[config.mk]
export PLATFORM = sky130hd
export DESIGN_NAME = ad9363_burst_ctrl
export DESIGN_NICKNAME = d
export VERILOG_FILES = /design/src/rtl/ad9363_pkg.sv /design/src/rtl/ad9363_cycle_timer.sv /design/src/rtl/ad9363_burst_ctrl.sv
export SDC_FILE = /design/constraint.sdc
export NUM_CORES = 1
export LEC_CHECK = 0
export BUFFER_PORTS_ARGS = -buffer_cell sky130_fd_sc_hd__buf_4
export CORE_ASPECT_RATIO = 0.5
export CORE_MARGIN = 2
export CORE_UTILIZATION = 41
export DETAILED_ROUTE_END_ITERATION = 6
export GPL_ROUTABILITY_DRIVEN = 0
export MAX_ROUTING_LAYER = met4
export PLACE_DENSITY = 0.71
export SYNTH_ARGS = -nofsm -noshare
export SYNTH_HDL_FRONTEND = slang
export SYNTH_SLANG_ARGS = --single-unit
export TNS_END_PERCENT = 5
[constraint.sdc]
create_clock -name clk -period 4.22 [get_ports clk]
set_clock_uncertainty 0.15 [all_clocks]
set_input_delay 0.844 -clock clk [delete_from_list [all_inputs] [get_ports clk]]
set_output_delay 0.844 -clock clk [all_outputs]
set_load 0.1 [all_outputs]
[src/rtl/ad9363_pkg.sv]
// Shared types and helpers for the AD9363 burst controller.
package ad9363_pkg;

    localparam int SAMPLE_W = 12;

    typedef struct packed {
        logic [SAMPLE_W-1:0] i;
        logic [SAMPLE_W-1:0] q;
    } iq_sample_t;

    typedef enum logic [2:0] {
        BS_IDLE  = 3'd0,
        BS_SETUP = 3'd1,
        BS_TX    = 3'd2,
        BS_RX    = 3'd3,
        BS_GUARD = 3'd4
    } burst_state_t;

    // Bits needed to hold a down-counter start value of n-1.
    function automatic int cnt_width(input int n);
        return (n < 3) ? 1 : $clog2(n);
    endfunction

endpackage

[src/rtl/ad9363_cycle_timer.sv]
// Loadable down-counter; expire is high during the last of (load_val+1) cycles.
module ad9363_cycle_timer #(
    parameter int W = 4
) (
    input  logic         clk,
    input  logic         rst,
    input  logic         load,
    input  logic [W-1:0] load_val,
    output logic         expire
);

    logic [W-1:0] cnt;
    logic         active;

    // NOTE: sequential state uses non-blocking assignments so every register samples pre-edge values.
    always_ff @(posedge clk) begin
        if (rst) begin
            active <= 1'b0;
            cnt    <= '0;
        end else if (load) begin
            active <= 1'b1;
            cnt    <= load_val;
        end else if (active) begin
            if (cnt == '0) active <= 1'b0;
            else           cnt    <= cnt - 1'b1;
        end
    end

    assign expire = active && (cnt == '0);

endmodule

[src/rtl/ad9363_burst_ctrl.sv]
// Burst sequencer: ENSM pin control, SETUP/GUARD timing and gated TX/RX sample streams.
module ad9363_burst_ctrl
    import ad9363_pkg::*;
#(
    parameter int LEN_W     = 16,
    parameter int SETUP_CYC = 8,
    parameter int GUARD_CYC = 16
) (
    input  logic                clk,
    input  logic                rst,
    input  logic                cmd_valid,
    output logic                cmd_ready,
    input  logic                cmd_tx,
    input  logic [LEN_W-1:0]    cmd_len,
    input  logic                cmd_abort,
    input  logic                src_valid,
    input  logic [SAMPLE_W-1:0] src_data_i,
    input  logic [SAMPLE_W-1:0] src_data_q,
    output logic                src_ready,
    output logic                tx_valid,
    output logic [SAMPLE_W-1:0] tx_data_i,
    output logic [SAMPLE_W-1:0] tx_data_q,
    input  logic                tx_ready,
    input  logic                rx_valid,
    input  logic [SAMPLE_W-1:0] rx_data_i,
    input  logic [SAMPLE_W-1:0] rx_data_q,
    output logic                rx_ready,
    output logic                snk_valid,
    output logic [SAMPLE_W-1:0] snk_data_i,
    output logic [SAMPLE_W-1:0] snk_data_q,
    input  logic                snk_ready,
    output logic                ensm_enable,
    output logic                ensm_txnrx,
    output logic                busy,
    output logic                done,
    output logic                aborted,
    output logic                underrun
);

    localparam int TMR_MAX = (SETUP_CYC > GUARD_CYC) ? SETUP_CYC : GUARD_CYC;
    localparam int TMR_W   = cnt_width(TMR_MAX);
    localparam logic [TMR_W-1:0] SETUP_LD = TMR_W'(SETUP_CYC - 1);
    localparam logic [TMR_W-1:0] GUARD_LD = TMR_W'(GUARD_CYC - 1);

    localparam logic [2:0] ST_IDLE  = BS_IDLE;
    localparam logic [2:0] ST_SETUP = BS_SETUP;
    localparam logic [2:0] ST_TX    = BS_TX;
    localparam logic [2:0] ST_RX    = BS_RX;
    localparam logic [2:0] ST_GUARD = BS_GUARD;

    logic [2:0]       state;
    logic [LEN_W-1:0] count;
    logic [LEN_W-1:0] len_q;
    logic             tx_q;
    logic             abort_pend;
    logic             in_tx, in_rx, in_run;
    logic             cmd_fire, abort_now, beat, last_beat;
    logic             tmr_load, tmr_expire;
    logic [TMR_W-1:0] tmr_val;
    iq_sample_t       src_s, rx_s;

    assign in_tx     = (state == ST_TX);
    assign in_rx     = (state == ST_RX);
    assign in_run    = in_tx || in_rx || (state == ST_SETUP);
    assign busy      = (state != ST_IDLE);
    assign cmd_ready = !busy;
    assign cmd_fire  = cmd_valid && cmd_ready && (cmd_len != '0);
    assign abort_now = in_run && cmd_abort;

    // Streams are pure wiring; an abort cycle blocks the beat in both directions.
    assign src_s      = '{i: src_data_i, q: src_data_q};
    assign rx_s       = '{i: rx_data_i,  q: rx_data_q};
    assign tx_valid   = in_tx && src_valid && !cmd_abort;
    assign src_ready  = in_tx && tx_ready && !cmd_abort;
    assign tx_data_i  = src_s.i;
    assign tx_data_q  = src_s.q;
    assign snk_valid  = in_rx && rx_valid && !cmd_abort;
    assign rx_ready   = !in_rx || snk_ready || cmd_abort;
    assign snk_data_i = rx_s.i;
    assign snk_data_q = rx_s.q;

    assign beat      = (tx_valid && tx_ready) || (snk_valid && snk_ready);
    assign last_beat = beat && (count == len_q - 1'b1);

    always_comb begin
        // NOTE: defaults first so no path through this block can infer a latch.
        tmr_load = 1'b0;
        tmr_val  = GUARD_LD;
        if (cmd_fire) begin
            tmr_load = 1'b1;
            tmr_val  = SETUP_LD;
        end else if (abort_now || last_beat) begin
            tmr_load = 1'b1;
        end
    end

    ad9363_cycle_timer #(.W(TMR_W)) u_timer (
        .clk      (clk),
        .rst      (rst),
        .load     (tmr_load),
        .load_val (tmr_val),
        .expire   (tmr_expire)
    );

    // NOTE: command fields carry no reset; they are only read after a handshake loads them.
    always_ff @(posedge clk) begin
        if (cmd_fire) begin
            len_q <= cmd_len;
            tx_q  <= cmd_tx;
        end
    end

    always_ff @(posedge clk) begin
        if (rst) begin
            state       <= ST_IDLE;
            count       <= '0;
            abort_pend  <= 1'b0;
            ensm_enable <= 1'b0;
            ensm_txnrx  <= 1'b0;
            done        <= 1'b0;
            aborted     <= 1'b0;
            underrun    <= 1'b0;
        end else begin
            done     <= 1'b0;
            aborted  <= 1'b0;
            underrun <= in_tx && tx_ready && !src_valid;
            if (abort_now) begin
                state       <= ST_GUARD;
                ensm_enable <= 1'b0;
                abort_pend  <= 1'b1;
            end else begin
                case (state)
                    ST_IDLE: begin
                        if (cmd_valid && cmd_len == '0) begin
                            done <= 1'b1;
                        end else if (cmd_fire) begin
                            count       <= '0;
                            abort_pend  <= 1'b0;
                            ensm_txnrx  <= cmd_tx;
                            ensm_enable <= 1'b1;
                            state       <= ST_SETUP;
                        end
                    end
                    ST_SETUP: begin
                        if (tmr_expire) state <= tx_q ? ST_TX : ST_RX;
                    end
                    ST_TX, ST_RX: begin
                        if (beat) begin
                            count <= count + 1'b1;
                            if (last_beat) begin
                                state       <= ST_GUARD;
                                ensm_enable <= 1'b0;
                            end
                        end
                    end
                    ST_GUARD: begin
                        if (tmr_expire) begin
                            state   <= ST_IDLE;
                            done    <= 1'b1;
                            aborted <= abort_pend;
                        end
                    end
                    default: state <= ST_IDLE;
                endcase
            end
        end
    end

endmodule

==> results.py <==
metrics = {
    "cts": {
        "clk_latency_ps": 290,
        "cts.path.max_buffers": 2,
        "clkTransAtPathRegs_ps": 60,
        "cts_tree": "done",
        "cts_resized": 0,
        "postCtsHoldBufs": 0,
        "postCtsSetupBuffers": 0,
        "clkSinkCount": 47,
        "cts_buffers": 5,
        "htreeDepth": 2,
        "root_buffer": "clkbuf_16",
    },
    "synthesis": {
        "yosysSeqAreaShare_pct": 36.23,
        "synth_cells": 336,
        "syn_area_um2": 3067,
        "async_flop_share_pct": 0,
        "syn_nets": 413,
        "synth_seq_cells": 47,
        "yosys_warnings": 0,
        "synth_edf_count": 17,
        "yosysTopAreaCellShare_pct": 19.58,
        "syn_avg_cell_area_um2": 9.127,
        "synth_top_area_cell": "dfxtp_1",
        "yosys.cell_types.count": 59,
        "ys.flop_type": "dfxtp_1",
        "synth.area.top_cells": "dfxtp_1, edfxtp_1, buf_4",
    },
    "flow_run": {
        "maxCapViolCount": 0,
    },
    "detailed_routing": {
        "via_per_inst": 5.549,
        "wirelength_um": 6713,
        "drc": 0,
        "ant_nets": 0,
        "dr.pass1.iters": 6,
        "drt_iter0_drc": 101,
        "num_vias": 2314,
        "post_drt_wl_per_cell_um": 16.10,
    },
    "grt": {
        "grt_pass1_vias": 2263,
        "grt_max_degree": 22,
        "grt_pass1_wl_um": 10940,
        "grt_util_all_layers_pct": 17.26,
        "antenna_found_initial": 0,
        "grt_overflow": 0,
    },
    "worst_setup_path": {
        "critPathCapture": "rx_ready",
        "rr_worst_depth": 6,
        "cp_num_buf_inv": 2,
        "critPathMaxStageDelay_ps": 460,
        "rrSetupSlack_ps": 1320,
        "crit_top_cell": "buf_4",
        "worst-setup-path-type": "primary input to primary output",
        "worstReg2RegStart": "len_q[4]$_DFFE_PP_",
        "reg2reg_to": "state[0]$_SDFFE_PP0P_",
        "startpoint": "cmd_abort",
        "crit_slowest_cell": "or3b_1",
        "cp_top_family": "simple AND/OR/NAND/NOR gates",
        "required_ps": 3230,
        "cp.arrival_ps": 2010,
        "worstSetupPathDepth": 4,
        "cp_max_fo": 6,
        "end_kind": "primary output",
        "cp-start-kind": "primary input",
        "path_cells": "buf_4 -> or3b_1 -> or3_1 -> buf_4",
    },
    "layout": {
        "fin_util_pct": 44.15,
        "multiInputGateArea_um2": 1508,
        "drive_above_1_share_pct": 19.63,
        "nets": 397,
        "area_growth_pct": 5.018,
        "final_cell_count_no_fill": 417,
        "fillers": 676,
        "seq_area_um2": 1111,
        "n_antenna_cell": 0,
    },
    "floorplanning": {
        "io_pins": 132,
        "start_util_pct": 42.04,
        "die_h_um": 65.16,
        "dieWidth_um": 126.3,
        "die_area_um2": 8230,
        "core_um2": 7295,
        "rows": 22,
    },
    "timing": {
        "fin_ws_ps": 1220,
        "slew_viol_final": 0,
        "whs_ps": 301.2,
        "hold_viol_final": 0,
        "setup-violations-final": 0,
        "period_minus_slack_ps": 3000,
        "tightestPinTransition_ps": 823.5,
        "fmax_ghz": 0.3333,
        "rsz0062_at_grt": "no",
        "relSlewSlack_pct": 45.04,
        "fin_crit_sh_pct": 71.09,
    },
    "placement": {
        "dp_hpwl_um": 5257,
        "detailedPlace.worstSlack_ps": 1040,
        "port_buffers": 35,
        "dp.cells": 409,
    },
    "power_and_ir_drop": {
        "p_total_uw": 1421,
        "irDropWorstVdd_v": 0.0002440,
        "cellPowerDensity_nw_per_um2": 441.2,
        "p_leak_uw": 0.001118,
    },
    "hold_path": {
        "hold_path_class": "flip-flop to flip-flop",
        "hold_start": "abort_pend$_SDFFE_PP0P_",
    },
    "outcome": {
        "status": "completed",
    },
}
==> state kept, by name, indices dropped and copies added, names as in the netlist, 3 cells and up <==
signal       flops
count           16
len_q           16
state            3
u_timer.cnt      4
==> metal layers <==
metal  vias up  GRT usage (%)  share of wire, %
met1      1104          21.17                44
met5         -              -                 0
li1       1123              -                 -
met4         0          7.418               2.2
met3        21          3.013               6.3
met2        66          28.70                48
==> worst min path at each step <==
stage / depth (start not counted) / slack, ps / endpoint
after floorplan: 2 / 270 / aborted$_SDFF_PP0_
after global placement: 2 / 290 / aborted$_SDFF_PP0_
after detailed placement: 2 / 290 / aborted$_SDFF_PP0_
after CTS: 2 / 300 / aborted$_SDFF_PP0_
after global routing: 2 / 340 / aborted$_SDFF_PP0_
final: 2 / 300 / aborted$_SDFF_PP0_
==> Yosys cell counts (3+ instances only) <==
cell type,number
nor4_4,3
nor3b_1,3
o21ai_0,11
nand2b_1,3
buf_4,49
or3b_1,3
nand4b_1,3
a41oi_1,3
and3_1,6
nor2_1,26
o211ai_1,3
dfxtp_1,30
nor4_1,11
nor3_1,11
xor2_1,10
ha_1,4
edfxtp_1,17
inv_1,12
clkbuf_1,7
a21oi_1,12
xnor2_1,22
nor2b_1,3
or3_1,6
nand2_1,18
nand3b_1,4
nand4_1,3
nand3_1,13
==> kinds of logic after synthesis <==
| kind of cell | after synthesis | synth area share [%] |
|---|---|---|
| AO/OA/AOI/OAI | 47 | 10.45 |
| buffers and inverters | 71 | 14.77 |
| XOR/XNOR | 32 | 9.139 |
| AND/OR/NAND/NOR | 131 | 26.40 |
| adder cells (fa/ha/maj) | 4 | 1.632 |
| multiplexers | 4 | 1.387 |
| flip-flops | 47 | 36.23 |
==> final cells by class <==
cell class / count / area share (%)
Multi-Input combinational cell: 218 / 46.81
Sequential cell: 47 / 34.50
Timing Repair Buffer: 36 / 8.392
Clock buffer: 6 / 4.002
Tap cell: 96 / 3.730
Inverter: 12 / 1.399
Clock inverter: 2 / 1.166
==> cells in the final DEF, fill, tap and decap left out, types with 2 or more instances in the layout <==
master / synthesis / routed
a21oi_1: 12 / 12
a32oi_1: 2 / 2
a41oi_1: 3 / 3
and3_1: 6 / 6
buf_4: 49 / 36
clkbuf_16: 0 / 5
dfxtp_1: 30 / 30
edfxtp_1: 17 / 17
ha_1: 4 / 4
inv_1: 12 / 12
mux2_2: 2 / 2
mux2i_1: 2 / 2
nand2_1: 18 / 18
nand2b_1: 3 / 3
nand3_1: 13 / 13
nand3b_1: 4 / 4
nand4_1: 3 / 3
nand4b_1: 3 / 3
nor2_1: 26 / 26
nor2b_1: 3 / 3
nor3_1: 11 / 10
nor3b_1: 3 / 3
nor4_1: 11 / 11
nor4_4: 3 / 3
nor4b_1: 2 / 2
o211ai_1: 3 / 3
o21ai_0: 11 / 11
o31a_1: 2 / 2
or2_2: 2 / 2
or3_1: 6 / 6
or3b_1: 3 / 3
or3b_2: 2 / 2
xnor2_1: 22 / 22
xor2_1: 10 / 10
==> worst reg2reg max path, delay by kind of cell (launching register included) <==
kind,cells,cell delay (ps)
multiplexers,1,380
AO/OA/AOI/OAI,2,540
AND/OR/NAND/NOR,3,1200
flip-flops,1,520
==> report_power, final <==
group	total (uW)	internal [uW]	leakage (uW)	switching, uW
clock network	443	280	0.0000771	163
registers	585	526	0.000406	58.7
logic	393	140	0.000635	254
total	1420	946	0.00112	476
==> stage by stage <==
step | setup TNS, ps | area, um^2
2_1_floorplan | -445.0 | 3072
3_3_place_gp | 0 | 3054
3_5_place_dp | 0 | 3054
4_1_cts | 0 | 3221
5_1_grt | 0 | 3221
6_report | 0 | 3221
Note: power is estimated with default switching activity, not from simulation.
